`src/rtl/alu_issue_ctrl_pkg.sv`:
```
// Shared types and default widths for the two-requester ALU issue controller.
package alu_ctrl_pkg;

    localparam int DEF_W   = 8;
    localparam int DEF_OPW = 4;

    typedef enum logic [1:0] {
        RUN,
        DRAIN,
        DONE
    } state_e;

    typedef struct packed {
        logic vld;
        logic id;
    } tag_t;

endpackage

```
`src/rtl/alu_issue_ctrl_if.sv`:
```
// Request, issue and response bundle shared by the requesters, the issue controller and the ALU core.
interface alu_issue_ctrl_if
    import alu_ctrl_pkg::*;
#(
    parameter int W   = DEF_W,
    parameter int OPW = DEF_OPW
);
    logic [1:0]       req_valid;
    logic [1:0]       req_ready;
    logic [2*OPW-1:0] req_op;
    logic [2*W-1:0]   req_a;
    logic [2*W-1:0]   req_b;
    logic             alu_valid;
    logic [OPW-1:0]   alu_op;
    logic [W-1:0]     alu_a;
    logic [W-1:0]     alu_b;
    logic [W-1:0]     alu_result;
    logic [1:0]       rsp_valid;
    logic [W-1:0]     rsp_data;

    modport master (
        output req_valid, req_op, req_a, req_b, alu_result,
        input  req_ready, alu_valid, alu_op, alu_a, alu_b, rsp_valid, rsp_data
    );

    modport slave (
        input  req_valid, req_op, req_a, req_b, alu_result,
        output req_ready, alu_valid, alu_op, alu_a, alu_b, rsp_valid, rsp_data
    );
endinterface

```
`src/rtl/alu_issue_ctrl_arbiter.sv`:
```
// Two-way grant for alu_issue_ctrl. Macro ALU_ISSUE_RR_EN selects round-robin with a
// priority pointer; otherwise requester 0 has fixed priority and no pointer is built.
module alu_rr_arbiter (
    input  logic       clk,
    input  logic       rst,
    input  logic [1:0] req,
    output logic [1:0] grant
);
`ifdef ALU_ISSUE_RR_EN
    logic ptr_q;
    logic ptr_d;

    // ptr_q set means requester 1 is favoured on the next contention
    always_comb begin
        grant = req;
        if (req == 2'b11) begin
            grant = ptr_q ? 2'b10 : 2'b01;
        end
        ptr_d = ptr_q;
        if (grant[0]) begin
            ptr_d = 1'b1;
        end else if (grant[1]) begin
            ptr_d = 1'b0;
        end
    end

    always_ff @(posedge clk) begin
        if (rst) begin
            ptr_q <= 1'b0;
        end else begin
            ptr_q <= ptr_d;
        end
    end
`else
    logic unused_clk_rst;

    assign unused_clk_rst = clk ^ rst;
    assign grant          = {req[1] & ~req[0], req[0]};
`endif
endmodule

```
`src/rtl/alu_issue_ctrl.sv`:
```
// Shares one pipelined ALU between two requesters, tagging each issue so its result returns
// to the right requester. Macro ALU_ISSUE_RR_EN enables round-robin arbitration.
module alu_issue_ctrl
    import alu_ctrl_pkg::*;
#(
    parameter int W       = DEF_W,
    parameter int OPW     = DEF_OPW,
    parameter int ALU_LAT = 2
) (
    input  logic                         clk,
    input  logic                         rst,
    alu_issue_ctrl_if.slave              bus,
    input  logic                         flush,
    output logic                         flush_done,
    output logic                         busy,
    output logic [$clog2(ALU_LAT+3)-1:0] inflight
);
    localparam int CW = $clog2(ALU_LAT + 3);

    state_e         state_q, state_d;
    logic           alu_valid_q, alu_valid_d;
    logic [OPW-1:0] alu_op_q, alu_op_d;
    logic [W-1:0]   alu_a_q, alu_a_d;
    logic [W-1:0]   alu_b_q, alu_b_d;
    logic [1:0]     rsp_valid_q, rsp_valid_d;
    logic [W-1:0]   rsp_data_q, rsp_data_d;
    logic           flush_done_q, flush_done_d;
    logic [CW-1:0]  inflight_q, inflight_d;
    tag_t           tag_q [ALU_LAT+1];
    tag_t           tag_d [ALU_LAT+1];

    logic       can_issue;
    logic [1:0] arb_req;
    logic [1:0] grant;
    logic       acc;
    logic       sel;

    assign can_issue = (state_q == RUN) && !flush && !rst;
    assign arb_req   = bus.req_valid & {2{can_issue}};

    alu_rr_arbiter u_arb (
        .clk   (clk),
        .rst   (rst),
        .req   (arb_req),
        .grant (grant)
    );

    assign acc = |grant;
    assign sel = grant[1];

    // tag_q[ALU_LAT] lines up with the cycle in which alu_result carries that issue's result
    always_comb begin
        state_d = state_q;
        case (state_q)
            RUN:     if (flush) state_d = DRAIN;
            DRAIN:   if (inflight_q == '0) state_d = DONE;
            default: state_d = RUN;
        endcase

        alu_valid_d = acc;
        alu_op_d    = alu_op_q;
        alu_a_d     = alu_a_q;
        alu_b_d     = alu_b_q;
        if (acc) begin
            alu_op_d = bus.req_op[int'(sel)*OPW +: OPW];
            alu_a_d  = bus.req_a[int'(sel)*W +: W];
            alu_b_d  = bus.req_b[int'(sel)*W +: W];
        end

        tag_d[0] = '{vld: acc, id: sel};
        for (int k = 1; k <= ALU_LAT; k++) begin
            tag_d[k] = tag_q[k-1];
        end

        rsp_valid_d = 2'b00;
        rsp_data_d  = rsp_data_q;
        if (tag_q[ALU_LAT].vld) begin
            rsp_valid_d[tag_q[ALU_LAT].id] = 1'b1;
            rsp_data_d                     = bus.alu_result;
        end

        inflight_d   = inflight_q + CW'(acc) - CW'(|rsp_valid_q);
        flush_done_d = (state_d == DONE);
    end

    always_ff @(posedge clk) begin
        if (rst) begin
            state_q      <= RUN;
            alu_valid_q  <= 1'b0;
            alu_op_q     <= '0;
            alu_a_q      <= '0;
            alu_b_q      <= '0;
            rsp_valid_q  <= 2'b00;
            rsp_data_q   <= '0;
            flush_done_q <= 1'b0;
            inflight_q   <= '0;
            tag_q        <= '{default: '0};
        end else begin
            state_q      <= state_d;
            alu_valid_q  <= alu_valid_d;
            alu_op_q     <= alu_op_d;
            alu_a_q      <= alu_a_d;
            alu_b_q      <= alu_b_d;
            rsp_valid_q  <= rsp_valid_d;
            rsp_data_q   <= rsp_data_d;
            flush_done_q <= flush_done_d;
            inflight_q   <= inflight_d;
            tag_q        <= tag_d;
        end
    end

    assign bus.req_ready = grant;
    assign bus.alu_valid = alu_valid_q;
    assign bus.alu_op    = alu_op_q;
    assign bus.alu_a     = alu_a_q;
    assign bus.alu_b     = alu_b_q;
    assign bus.rsp_valid = rsp_valid_q;
    assign bus.rsp_data  = rsp_data_q;
    assign flush_done    = flush_done_q;
    assign inflight      = inflight_q;
    assign busy          = (inflight_q != '0) || (state_q != RUN);
endmodule

```
`src/flat_wrapper.sv`:
```
// flat-port wrapper written by rule: the top's interface ports become plain ports
module alu_issue_ctrl_flat import alu_ctrl_pkg::*;
#(
    parameter int W       = DEF_W,
    parameter int OPW     = DEF_OPW,
    parameter int ALU_LAT = 2
)
  (clk, rst, flush, flush_done, busy, inflight, bus_req_valid, bus_req_op, bus_req_a, bus_req_b, bus_alu_result, bus_req_ready, bus_alu_valid, bus_alu_op, bus_alu_a, bus_alu_b, bus_rsp_valid, bus_rsp_data);
  alu_issue_ctrl_if #(.W(W), .OPW(OPW)) bus_i ();
  input  logic clk;
  input  logic rst;
  input  logic flush;
  output logic flush_done;
  output logic busy;
  output logic [$clog2(ALU_LAT+3)-1:0] inflight;
  input wire logic [$bits(bus_i.req_valid)-1:0] bus_req_valid;
  input wire logic [$bits(bus_i.req_op)-1:0] bus_req_op;
  input wire logic [$bits(bus_i.req_a)-1:0] bus_req_a;
  input wire logic [$bits(bus_i.req_b)-1:0] bus_req_b;
  input wire logic [$bits(bus_i.alu_result)-1:0] bus_alu_result;
  output wire logic [$bits(bus_i.req_ready)-1:0] bus_req_ready;
  output wire logic [$bits(bus_i.alu_valid)-1:0] bus_alu_valid;
  output wire logic [$bits(bus_i.alu_op)-1:0] bus_alu_op;
  output wire logic [$bits(bus_i.alu_a)-1:0] bus_alu_a;
  output wire logic [$bits(bus_i.alu_b)-1:0] bus_alu_b;
  output wire logic [$bits(bus_i.rsp_valid)-1:0] bus_rsp_valid;
  output wire logic [$bits(bus_i.rsp_data)-1:0] bus_rsp_data;
  assign bus_i.req_valid = bus_req_valid;
  assign bus_i.req_op = bus_req_op;
  assign bus_i.req_a = bus_req_a;
  assign bus_i.req_b = bus_req_b;
  assign bus_i.alu_result = bus_alu_result;
  assign bus_req_ready = bus_i.req_ready;
  assign bus_alu_valid = bus_i.alu_valid;
  assign bus_alu_op = bus_i.alu_op;
  assign bus_alu_a = bus_i.alu_a;
  assign bus_alu_b = bus_i.alu_b;
  assign bus_rsp_valid = bus_i.rsp_valid;
  assign bus_rsp_data = bus_i.rsp_data;
  alu_issue_ctrl #(.W(W), .OPW(OPW), .ALU_LAT(ALU_LAT)) u_core (.clk(clk), .rst(rst), .bus(bus_i), .flush(flush), .flush_done(flush_done), .busy(busy), .inflight(inflight));
endmodule
```
`config.mk`:
```
export PLATFORM = sky130hd
export DESIGN_NAME = alu_issue_ctrl_flat
export DESIGN_NICKNAME = d
export VERILOG_FILES = /design/src/rtl/alu_issue_ctrl_pkg.sv /design/src/rtl/alu_issue_ctrl_if.sv /design/src/rtl/alu_issue_ctrl_arbiter.sv /design/src/rtl/alu_issue_ctrl.sv /design/src/flat_wrapper.sv
export SDC_FILE = /design/constraint.sdc
export NUM_CORES = 1
export LEC_CHECK = 0
export ABC_AREA = 1
export CORE_UTILIZATION = 42
export CTS_CLUSTER_DIAMETER = 60
export DETAILED_ROUTE_END_ITERATION = 8
export PLACE_DENSITY_LB_ADDON = 0.1
export SYNTH_ARGS = -nofsm -noshare
export SYNTH_HDL_FRONTEND = slang
export SYNTH_SLANG_ARGS = --single-unit
```
`constraint.sdc`:
```
create_clock -name clk -period 2.5 [get_ports clk]
set_input_delay 0.25 -clock clk [delete_from_list [all_inputs] [get_ports clk]]
set_output_delay 0.25 -clock clk [all_outputs]
set_load 0.02 [all_outputs]
```
==> impl_metrics.yaml, run 1 <==
outcome:
  outcome: "finished clean"
timing:
  fmax_ghz: 0.5036
  tightest_slew_ns: 0.6343
  clock_skew_ns: 0.005123
  fin_crit_ns: 1.986
  timing.final.ws_setup_ns: 0.5144
  rsz0062_at_grt: "false"
  finalHoldViolations: 0
  slew_viol_final: 0
  tns_ns: 0
  timing.final.crit_share_pct: 79.42
  relSlewSlack_pct: 57.71
  setup_viol: 0
setup_path:
  crit_type: "in2out"
  path_common_cell: "clkdlybuf4s50_1"
  r2r-start: "u_core.bus.rsp_valid[1]"
  cp_slowest_stage_delay_ns: 0.59
  worstPathRequired_ns: 2.25
  r2r-end: "u_core.inflight[2]"
  cp-start-kind: "input port"
  endpoint_kind: "primary output"
  cp.arrival_ns: 1.74
  crit_slowest_cell: "clkdlybuf4s50_1"
  endpoint: "bus_req_ready[1]"
  worstRegToRegCells: 7
  rrSetupSlack_ns: 0.59
  critPathBufInv: 3
  cp-startpoint: "flush"
  worst-path-stages: 5
  crit_chain: "clkdlybuf4s50_1, nor2_4, nand4_4, inv_2, clkdlybuf4s50_1"
  worstPathMaxFanout: 3
  crit_family: "buffers and inverters"
die:
  die-area_um2: 5344
  core_area_um2: 4786
  rows: 25
  start_util_pct: 44.37
  fp.dieH_um: 73.10
  die_x_um: 73.10
  ios: 91
place:
  dpl.hpwl_mm: 3.182
  dpl_cell_area_um2: 3023
  place_congestion: 0.6949
  post-place-ws_ns: 0.4290
  io_buffers: 90
finish:
  stdcell_area_um2: 3166
  fillers: 403
  final_util_pct: 66.14
  layout_commonest_cell: "clkdlybuf4s50_1"
  final_cell_mix: "90 x clkdlybuf4s50_1, 46 x nand2_1, 42 x dfxtp_1, 32 x inv_1, 24 x nor2_1"
  n_antenna_cell: 0
  nNetsFinal: 393
  syn_to_final_growth_pct: 49.09
  drive_gt1_share_pct: 23.08
route:
  met3_length_um: 275
  via_count: 1820
  top_layer_used: "met4"
  dr.pass1.iters: 4
  drc: 0
  vias_per_cell: 4.494
  drt-total-wl_mm: 4.461
  ant_nets: 0
  drt_iter0_markers: 53
  wl_per_cell_um: 11.01
  wl_met1_mm: 1.997
  routed-wl-met2_mm: 2.151
synthesis:
  synth_area_leaders: "dfxtp_1 40%, nand3_2 8.5%, nand2_1 8.1%, a21oi_2 7.4%, o21ai_2 7.4%"
  ys_ff_latch: 42
  synth_top_family_by_area: "simple AND/OR/NAND/NOR gates"
  ys_warn_count: 0
  syn_nets: 307
  synth.avg_cell_area_um2: 8.459
  synthXorXnorAreaFrac_pct: 0.4125
  yosys.area.top_type: "dfxtp_1"
  synthMuxAreaShare_pct: 0
  syn_inst: 251
  ys_seq_area_share_pct: 39.60
  synthDominantCellAreaShare_pct: 39.60
  synth_compound_area_share_pct: 18.15
  synthAdderAreaFrac_pct: 2.121
  netlist-cell-type-count: 28
  synthSimpleGateAreaFrac_pct: 27.40
  netlist_area_um2: 2123
global_route:
  grt_max_degree: 42
  grt_pass1_vias: 1683
  antenna_found_initial: 0
  overflow: 0
  grt_first_pass_wirelength_mm: 7.314
  grt_use_total_pct: 17.57
cts:
  cts_tree: "built"
  cts.clk_slew.worst_paths_ns: 0.08
  cts.repair.resized: 0
  cts_root_buf: "clkbuf_8"
  hold_buffers: 0
  cts.sinks: 42
  clock_latency_ns: 0.28
  cts_max_level: 2
  numCtsBuffers: 5
  postCtsSetupRepairBufs: 0
  clock_path_buffers: 2
power:
  p_leak_nw: 1.439
  vdd_drop_max_uv: 317.0
  powerDensity_nw_per_um2: 591.5
job:
  cap_violations: 0
min_path:
  holdCritPathClass: "reg2reg"
## through the flow
step / total power [mW] / std cells / hold slack, ns
3_5_place_dp: 1.241 / 397 / 0.3924
3_3_place_gp: 1.235 / 397 / 0.3900
5_1_grt: 1.970 / 405 / 0.4214
6_report: 1.872 / 405 / 0.4020
4_1_cts: 1.899 / 405 / 0.4040
2_1_floorplan: 1.034 / 251 / 0.3271
## cell families (layout without fill, tap and decap cells)
group	count (synthesis)	count (layout)
buffers and inverters	53	140
adder cells (fa/ha/maj)	3	3
AND/OR/NAND/NOR	102	102
AO/OA/AOI/OAI	50	50
flip-flops	42	42
XOR/XNOR	1	1
## flip-flops by register name (all words and copies together) (netlist names)
name and flops:
u_core.bus.alu_valid 1, u_core.flush_done 1, u_core.bus.alu_a 8, u_core.bus.alu_b 8
u_core.state_q 2, u_core.tag_q 2, u_core.bus.alu_op 4, u_core.inflight 3
u_core.bus.rsp_data 8, u_core.tag_d 3, u_core.bus.rsp_valid 2
## report_power, final
part	internal, mW	switching, mW	leakage, nW
logic	0.241	0.233	1.02
clock network	0.426	0.225	0.0714
registers	0.718	0.0298	0.343
## cell usage after synthesis, drive strengths merged
cell	count
fa	1
o21ai	28
nor3	1
nand2	46
ha	2
inv	37
nand4	1
clkbuf	2
or2	2
dfxtp	42
nor4	2
a21oi	22
xor2	1
buf	14
nand3	23
and3	1
nor2	26
## worst register-to-register path: stages (launching register included)
cell and delay (ns):
dfxtp_1 0.31, or2_2 0.29, ha_1 0.27, inv_1 0.04, ha_1 0.19, fa_1 0.40, or2_1 0.23, a21oi_1 0.12
## how the worst min path moves through the flow
stage                          from                end  slack (ns)  depth (start not counted)
finish              u_core.tag_d[0]    u_core.tag_q[0]        0.40                          2
CTS                 u_core.tag_d[2]    u_core.tag_d[0]        0.40                          2
global placement    u_core.tag_d[0]    u_core.tag_q[0]        0.39                          2
global route        u_core.tag_d[2]    u_core.tag_d[0]        0.42                          2
detailed placement  u_core.tag_d[2]    u_core.tag_d[0]        0.39                          2
floorplan                       rst  u_core.state_q[1]        0.33                          1
## cell type report
cell class / instances / area, µm² / area share, %
Clock buffer: 6 / 82.58 / 2.609
Clock inverter: 2 / 60.06 / 1.897
Inverter: 37 / 138.9 / 4.387
Multi-Input combinational cell: 156 / 1021 / 32.25
Sequential cell: 42 / 840.8 / 26.56
Tap cell: 67 / 83.83 / 2.648
Timing Repair Buffer: 95 / 938.4 / 29.64
## per-layer routing
layer / up-vias / GRT usage, %
li1: 960 / -
met1: 798 / 20.91
met2: 57 / 30.56
met3: 5 / 4.558
met4: 0 / 5.882
met5: - / 0
(Power assumes the default switching activity.)
==> run 2, diff against run 1 <==
Settings changed: CORE_UTILIZATION 42 to 38.
Clock period 2.5 ns to 1.61 ns, I/O delays scaled along.
==> impl_metrics.yaml, run 2 (synthesized netlist as in run 1, its figures left out) <==
finish:
  final_cell_mix: "87 x clkdlybuf4s50_1, 46 x nand2_1, 39 x dfxtp_1, 31 x inv_1, 24 x nor2_1"
  layout_commonest_cell: "clkdlybuf4s50_1"
  final_util_pct: 60.56
  syn_to_final_growth_pct: 49.38
  instances_no_fill: 410
  drive_gt1_share_pct: 25.88
  stdcell_area_um2: 3172
  n_antenna_cell: 0
  nNetsFinal: 395
cts:
  clock_latency_ns: 0.29
  hold_buffers: 0
  cts_root_buf: "clkbuf_8"
  cts.clk_slew.worst_paths_ns: 0.09
  clock_path_buffers: 2
  cts_max_level: 2
  numCtsBuffers: 5
  cts_tree: "built"
  postCtsSetupRepairBufs: 0
  cts.sinks: 42
power:
  vdd_drop_max_uv: 409.9
  switching_share_pct: 30.86
  internal-power_mw: 1.806
  powerDensity_nw_per_um2: 823.7
  seqPwrFrac_pct: 44.3
  p_leak_nw: 1.426
  design_power_total_mw: 2.613
  p_switching_mw: 0.8063
  pwr-share-comb_pct: 28.8
  clockPowerShare_pct: 26.9
min_path:
  holdCritPathClass: "reg2reg"
  hold_path_end: "u_core.tag_q[0]"
  hold_start: "u_core.tag_d[0]"
  hold-path-cell-count: 2
setup_path:
  crit_type: "reg2reg"
  rrSetupSlack_ns: -0.13
  worstPathRequired_ns: 1.84
  worstPathMaxFanout: 2
  r2r-start: "u_core.bus.rsp_valid[1]"
  cp-start-kind: "register"
  endpoint_kind: "register"
  worstRegToRegCells: 7
  r2r-end: "u_core.inflight[2]"
  cp.arrival_ns: 1.97
route:
  vias_per_cell: 4.488
  drt_iter0_markers: 84
  dr.pass1.iters: 4
  drt-total-wl_mm: 4.673
  wl_per_cell_um: 11.40
  ant_nets: 0
  via_count: 1840
  drc: 0
die:
  fp.dieH_um: 76.75
  die_x_um: 76.75
  die-area_um2: 5891
  start_util_pct: 40.54
  ios: 91
  core_area_um2: 5238
  rows: 26
timing:
  setup_viol: 2
  clock_skew_ns: 0.003715
  fmax_ghz: 0.5745
  tns_ns: -0.2337
  slew_viol_final: 0
  finalHoldViolations: 0
  rsz0062_at_grt: "true"
  timing.final.ws_setup_ns: -0.1306
  fin_crit_ns: 1.741
  tightest_slew_ns: 0.6203
  timing.final.crit_share_pct: 108.1
  relSlewSlack_pct: 58.65
global_route:
  grt_use_total_pct: 16.86
  grt_first_pass_wirelength_mm: 7.914
  grt_max_degree: 42
  overflow: 0
  antenna_found_initial: 0
  grt_pass1_vias: 1678
place:
  io_buffers: 90
  place_congestion: 0.7021
  dpl_cell_area_um2: 3080
  placed_cells: 402
  dpl.hpwl_mm: 3.274
job:
  cap_violations: 0
outcome:
  outcome: "finished, violations left"
  failed_checks: "negative setup slack"
[run 2: changes by cell type in the layout (fill, tap and decap cells not counted), sizes merged]
cell,delta
clkdlybuf4s50,-3
buf,+2
bufinv,-2
dlygate4sd2,+2
clkbuf,-1
clkdlybuf4s18,+1
clkinv,+1
clkinvlp,+1
inv,+1
[run 2: per-layer routing]
metal	GRT usage (%)	wire, µm	part of all wire, %
met5	0	0	0
met4	5.769	58	1.2
met3	6.548	384	8.2
met2	25.62	2068	44
met1	21.56	2162	46
[run 2: layout make-up]
type | instances | area, µm²
Clock buffer | 5 | 68.82
Clock inverter | 3 | 25.02
Fill cell | 490 | 2066
Inverter | 37 | 138.9
Multi-Input combinational cell | 156 | 1051
Sequential cell | 42 | 849.6
Tap cell | 70 | 87.58
Timing Repair Buffer | 97 | 950.9
[run 2: worst max-delay path by stage]
stage | start | end | slack, ns | depth (start not counted)
finish | u_core.bus.rsp_valid[1] | u_core.inflight[2] | -0.13 | 7
global route | u_core.bus.rsp_valid[1] | u_core.inflight[2] | -0.17 | 7
CTS | u_core.bus.rsp_valid[1] | u_core.inflight[2] | -0.14 | 7
detailed placement | flush | u_core.inflight[2] | -0.27 | 8
global placement | flush | bus_req_ready[1] | -0.23 | 5
floorplan | u_core.bus.rsp_valid[0] | u_core.inflight[2] | -0.13 | 7
[run 2: critical path: stages, from the launching register on]
cell and delay, ns:
dfxtp_4 0.35, or2_4 0.25, ha_4 0.26, inv_2 0.03, ha_4 0.14, fa_2 0.32
or2_1 0.21, a21oi_1 0.11
[run 2: timing repair]
item	4_1_cts	5_1_grt
pin swaps	2	0
resized for setup	5	1
endpoints found under the setup margin	5	3
[run 2: through the flow]
step           hold slack (ns)  setup slack, ns
2_1_floorplan           0.2306          -0.1290
3_3_place_gp            0.3894          -0.2307
3_5_place_dp            0.3953          -0.2707
4_1_cts                 0.4018          -0.1425
5_1_grt                 0.4091          -0.1677
6_report                0.4022          -0.1306
[run 2: power groups by stage]
stage	clock (mW)	combinational [mW]	sequential, mW
floorplan	0	0.350	1.26
global placement	0	0.763	1.18
detailed placement	0	0.768	1.18
CTS	0.737	0.764	1.16
global route	0.790	0.821	1.17
finish	0.703	0.753	1.16
==> run 3, diff against run 2 <==
Settings changed: CAP_MARGIN from default to 20, SYNTH_HIERARCHICAL from default to 1.
==> impl_metrics.yaml, run 3 <==
power:
  powerDensity_nw_per_um2: 765.2
  seqPwrFrac_pct: 46.6
  internal-power_mw: 1.719
  clockPowerShare_pct: 28.2
  vdd_drop_max_uv: 535.1
  p_switching_mw: 0.7101
  switching_share_pct: 29.23
  pwr-share-comb_pct: 25.2
  p_leak_nw: 1.519
timing:
  timing.final.ws_setup_ns: -0.3382
  rsz0062_at_grt: "true"
  tightest_slew_ns: 0.3396
  slew_viol_final: 0
  clock_skew_ns: 0.007650
  timing.hold.ws_ns: 0.1926
  fin_crit_ns: 1.948
  fmax_ghz: 0.5133
  finalHoldViolations: 0
  relSlewSlack_pct: 77.36
  timing.final.crit_share_pct: 121.0
  setup_viol: 3
setup_path:
  cp.arrival_ns: 2.19
  r2r-start: "u_core/state_q[1]"
  path_common_cell: "nor2_4"
  crit_slowest_cell: "fa_2"
  crit_type: "reg2reg"
  worstPathMaxFanout: 2
  endpoint_kind: "register"
  r2r-end: "u_core/inflight[1]"
  cp-start-kind: "register"
  worstPathRequired_ns: 1.85
  cp_slowest_stage_delay_ns: 0.52
  crit_chain: "nor2_4, nand2_2, nor2_1, inv_1, nor2_4, nor2_4, ha_4, inv_2, ha_4, fa_2, inv_2, nor2_1"
  rrSetupSlack_ns: -0.34
  worstRegToRegCells: 12
synthesis:
  netlist-cell-type-count: 26
  synth_commonest_cells: "48 x nand2_1, 42 x dfxtp_1, 36 x nand3_2, 33 x inv_1, 30 x nor2_1"
  synth.avg_cell_area_um2: 8.220
  synthDominantCellAreaShare_pct: 40.75
  syn_inst: 251
  synth-edff-count: 0
  ys_async_sr_fraction_pct: 0
  synth_area_leaders: "dfxtp_1 41%, nand3_2 17%, nand2_1 8.7%, inv_1 6.0%, nand2_2 5.5%"
  netlist_area_um2: 2063
  syn_nets: 307
  ys_warn_count: 6
  yosys.area.top_type: "dfxtp_1"
  ys_ff_latch: 42
  ys_seq_area_share_pct: 40.75
  synth.most_common_cell: "nand2_1"
  synth-main-ff-cell: "dfxtp_1"
cts:
  cts_max_level: 2
  cts.clk_slew.worst_paths_ns: 0.08
  hold_buffers: 0
  numCtsBuffers: 5
  cts.sinks: 42
  clock_latency_ns: 0.30
  cts_root_buf: "clkbuf_8"
  clock_path_buffers: 2
  cts_tree: "built"
route:
  drc: 0
  ant_nets: 0
  drt_iter0_markers: 56
  vias_per_cell: 4.377
  via_count: 1834
  drt-total-wl_mm: 4.907
  wl_per_cell_um: 11.71
  dr.pass1.iters: 4
die:
  fp.dieH_um: 75.69
  core_area_um2: 5172
  rows: 26
  die_x_um: 75.69
  ios: 91
  die-area_um2: 5728
  start_util_pct: 39.89
global_route:
  grt_pass1_vias: 1677
  grt_first_pass_wirelength_mm: 7.410
  antenna_found_initial: 0
  overflow: 0
  grt_use_total_pct: 17.54
  grt_max_degree: 22
place:
  io_buffers: 90
  place_congestion: 0.7257
  dpl.hpwl_mm: 3.442
  placed_cells: 410
min_path:
  holdCritPathClass: "in2reg"
  hold_path_end: "u_core/state_q[0]"
  hold_start: "flush"
  hold-path-cell-count: 3
finish:
  drive_gt1_share_pct: 27.79
  final_cell_mix: "85 x clkdlybuf4s50_1, 47 x nand2_1, 40 x dfxtp_1, 37 x nand3_2, 30 x inv_1"
  fillers: 484
  layout_commonest_cell: "clkdlybuf4s50_1"
  nNetsFinal: 404
  syn_to_final_growth_pct: 53.85
  instances_no_fill: 419
  n_antenna_cell: 0
job:
  cap_violations: 0
outcome:
  outcome: "finished, violations left"
  failed_checks: "negative setup slack"
==> run 3: cell count changes after synthesis, moves of 6 or more <==
| cell | before | now |
|---|---|---|
| nand2_2 | 0 | 18 |
| o21ai_2 | 18 | 0 |
| o21ai_1 | 2 | 8 |
| a21oi_2 | 18 | 0 |
| nor2_1 | 24 | 30 |
| nand3_2 | 18 | 36 |
| o21ai_0 | 8 | 1 |
==> run 3: how the worst max path moves through the flow <==
stage,from,end,depth (start not counted)
after floorplan,u_core/state_q[0],u_core/inflight[1],13
after global placement,flush,u_core/inflight[1],13
after detailed placement,flush,u_core/inflight[1],13
after CTS,u_core/state_q[1],u_core/inflight[1],12
after global routing,u_core/state_q[1],u_core/inflight[1],12
final,u_core/state_q[1],u_core/inflight[1],12
==> run 3: cell type report <==
type	count	area, µm²	share of cell area (%)
well taps	70	87.58	2.759
repair buffers	104	1015	31.97
flip-flops and latches	42	843.3	26.57
multi-input cells	159	1003	31.61
clock buffers	5	68.82	2.168
inverters	36	135.1	4.257
clock inverters	3	21.27	0.6701
==> run 3: routing by layer <==
| metal | vias to the layer above | GRT usage, % | share of wire (%) |
|---|---|---|---|
| met5 | - | 0 | 0 |
| met1 | 811 | 21.91 | 48 |
| met3 | 5 | 5.423 | 7.3 |
| met2 | 57 | 28.37 | 43 |
| met4 | 0 | 6.790 | 1.2 |
| li1 | 961 | - | - |
==> run 3: what timing repair did <==
| item | in CTS | in global routing |
|---|---|---|
| gates resized for setup | 11 | 9 |
| endpoints found under the setup margin | 26 | 26 |
| setup buffers | 0 | 2 |
| pin swaps | 3 | 2 |
==> run 3: power by group through the flow <==
stage | sequential (mW) | combinational, mW | clock [mW]
floorplan | 1.21 | 0.274 | 0
detailed placement | 1.15 | 0.610 | 0
global placement | 1.15 | 0.607 | 0
CTS | 1.13 | 0.610 | 0.718
finish | 1.13 | 0.612 | 0.685
global route | 1.14 | 0.666 | 0.760
==> run 3: cells by family after synthesis <==
kind of cell	after synthesis	synth area share (%)
AO/OA/AOI/OAI	10	2.425
adder cells (fa/ha/maj)	3	2.183
buffers and inverters	50	13.52
flip-flops	42	40.75
AND/OR/NAND/NOR	146	41.12
==> run 3: critical path: cells and delay by family (launching register included) <==
family / cells / cell delay, ns
fa+ha+maj: 3 / 0.92
simple gates: 6 / 0.50
flops: 1 / 0.33
buf+inv: 3 / 0.13
==> run 3: per-stage QoR <==
| step | util [%] | worst slack [ns] | area, µm² | TNS [ns] | total power, mW |
|---|---|---|---|---|---|
| finish | 61.37 | -0.3382 | 3174 | -0.6399 | 2.429 |
| global route | 61.37 | -0.4364 | 3174 | -1.845 | 2.566 |
| CTS | 61.13 | -0.3513 | 3162 | -0.7966 | 2.461 |
| detailed placement | 59.10 | -0.6771 | 3057 | -8.429 | 1.764 |
| global placement | 59.10 | -0.6540 | 3057 | -8.243 | 1.761 |
| floorplan | - | -0.6111 | 2102 | -1.378 | 1.482 |
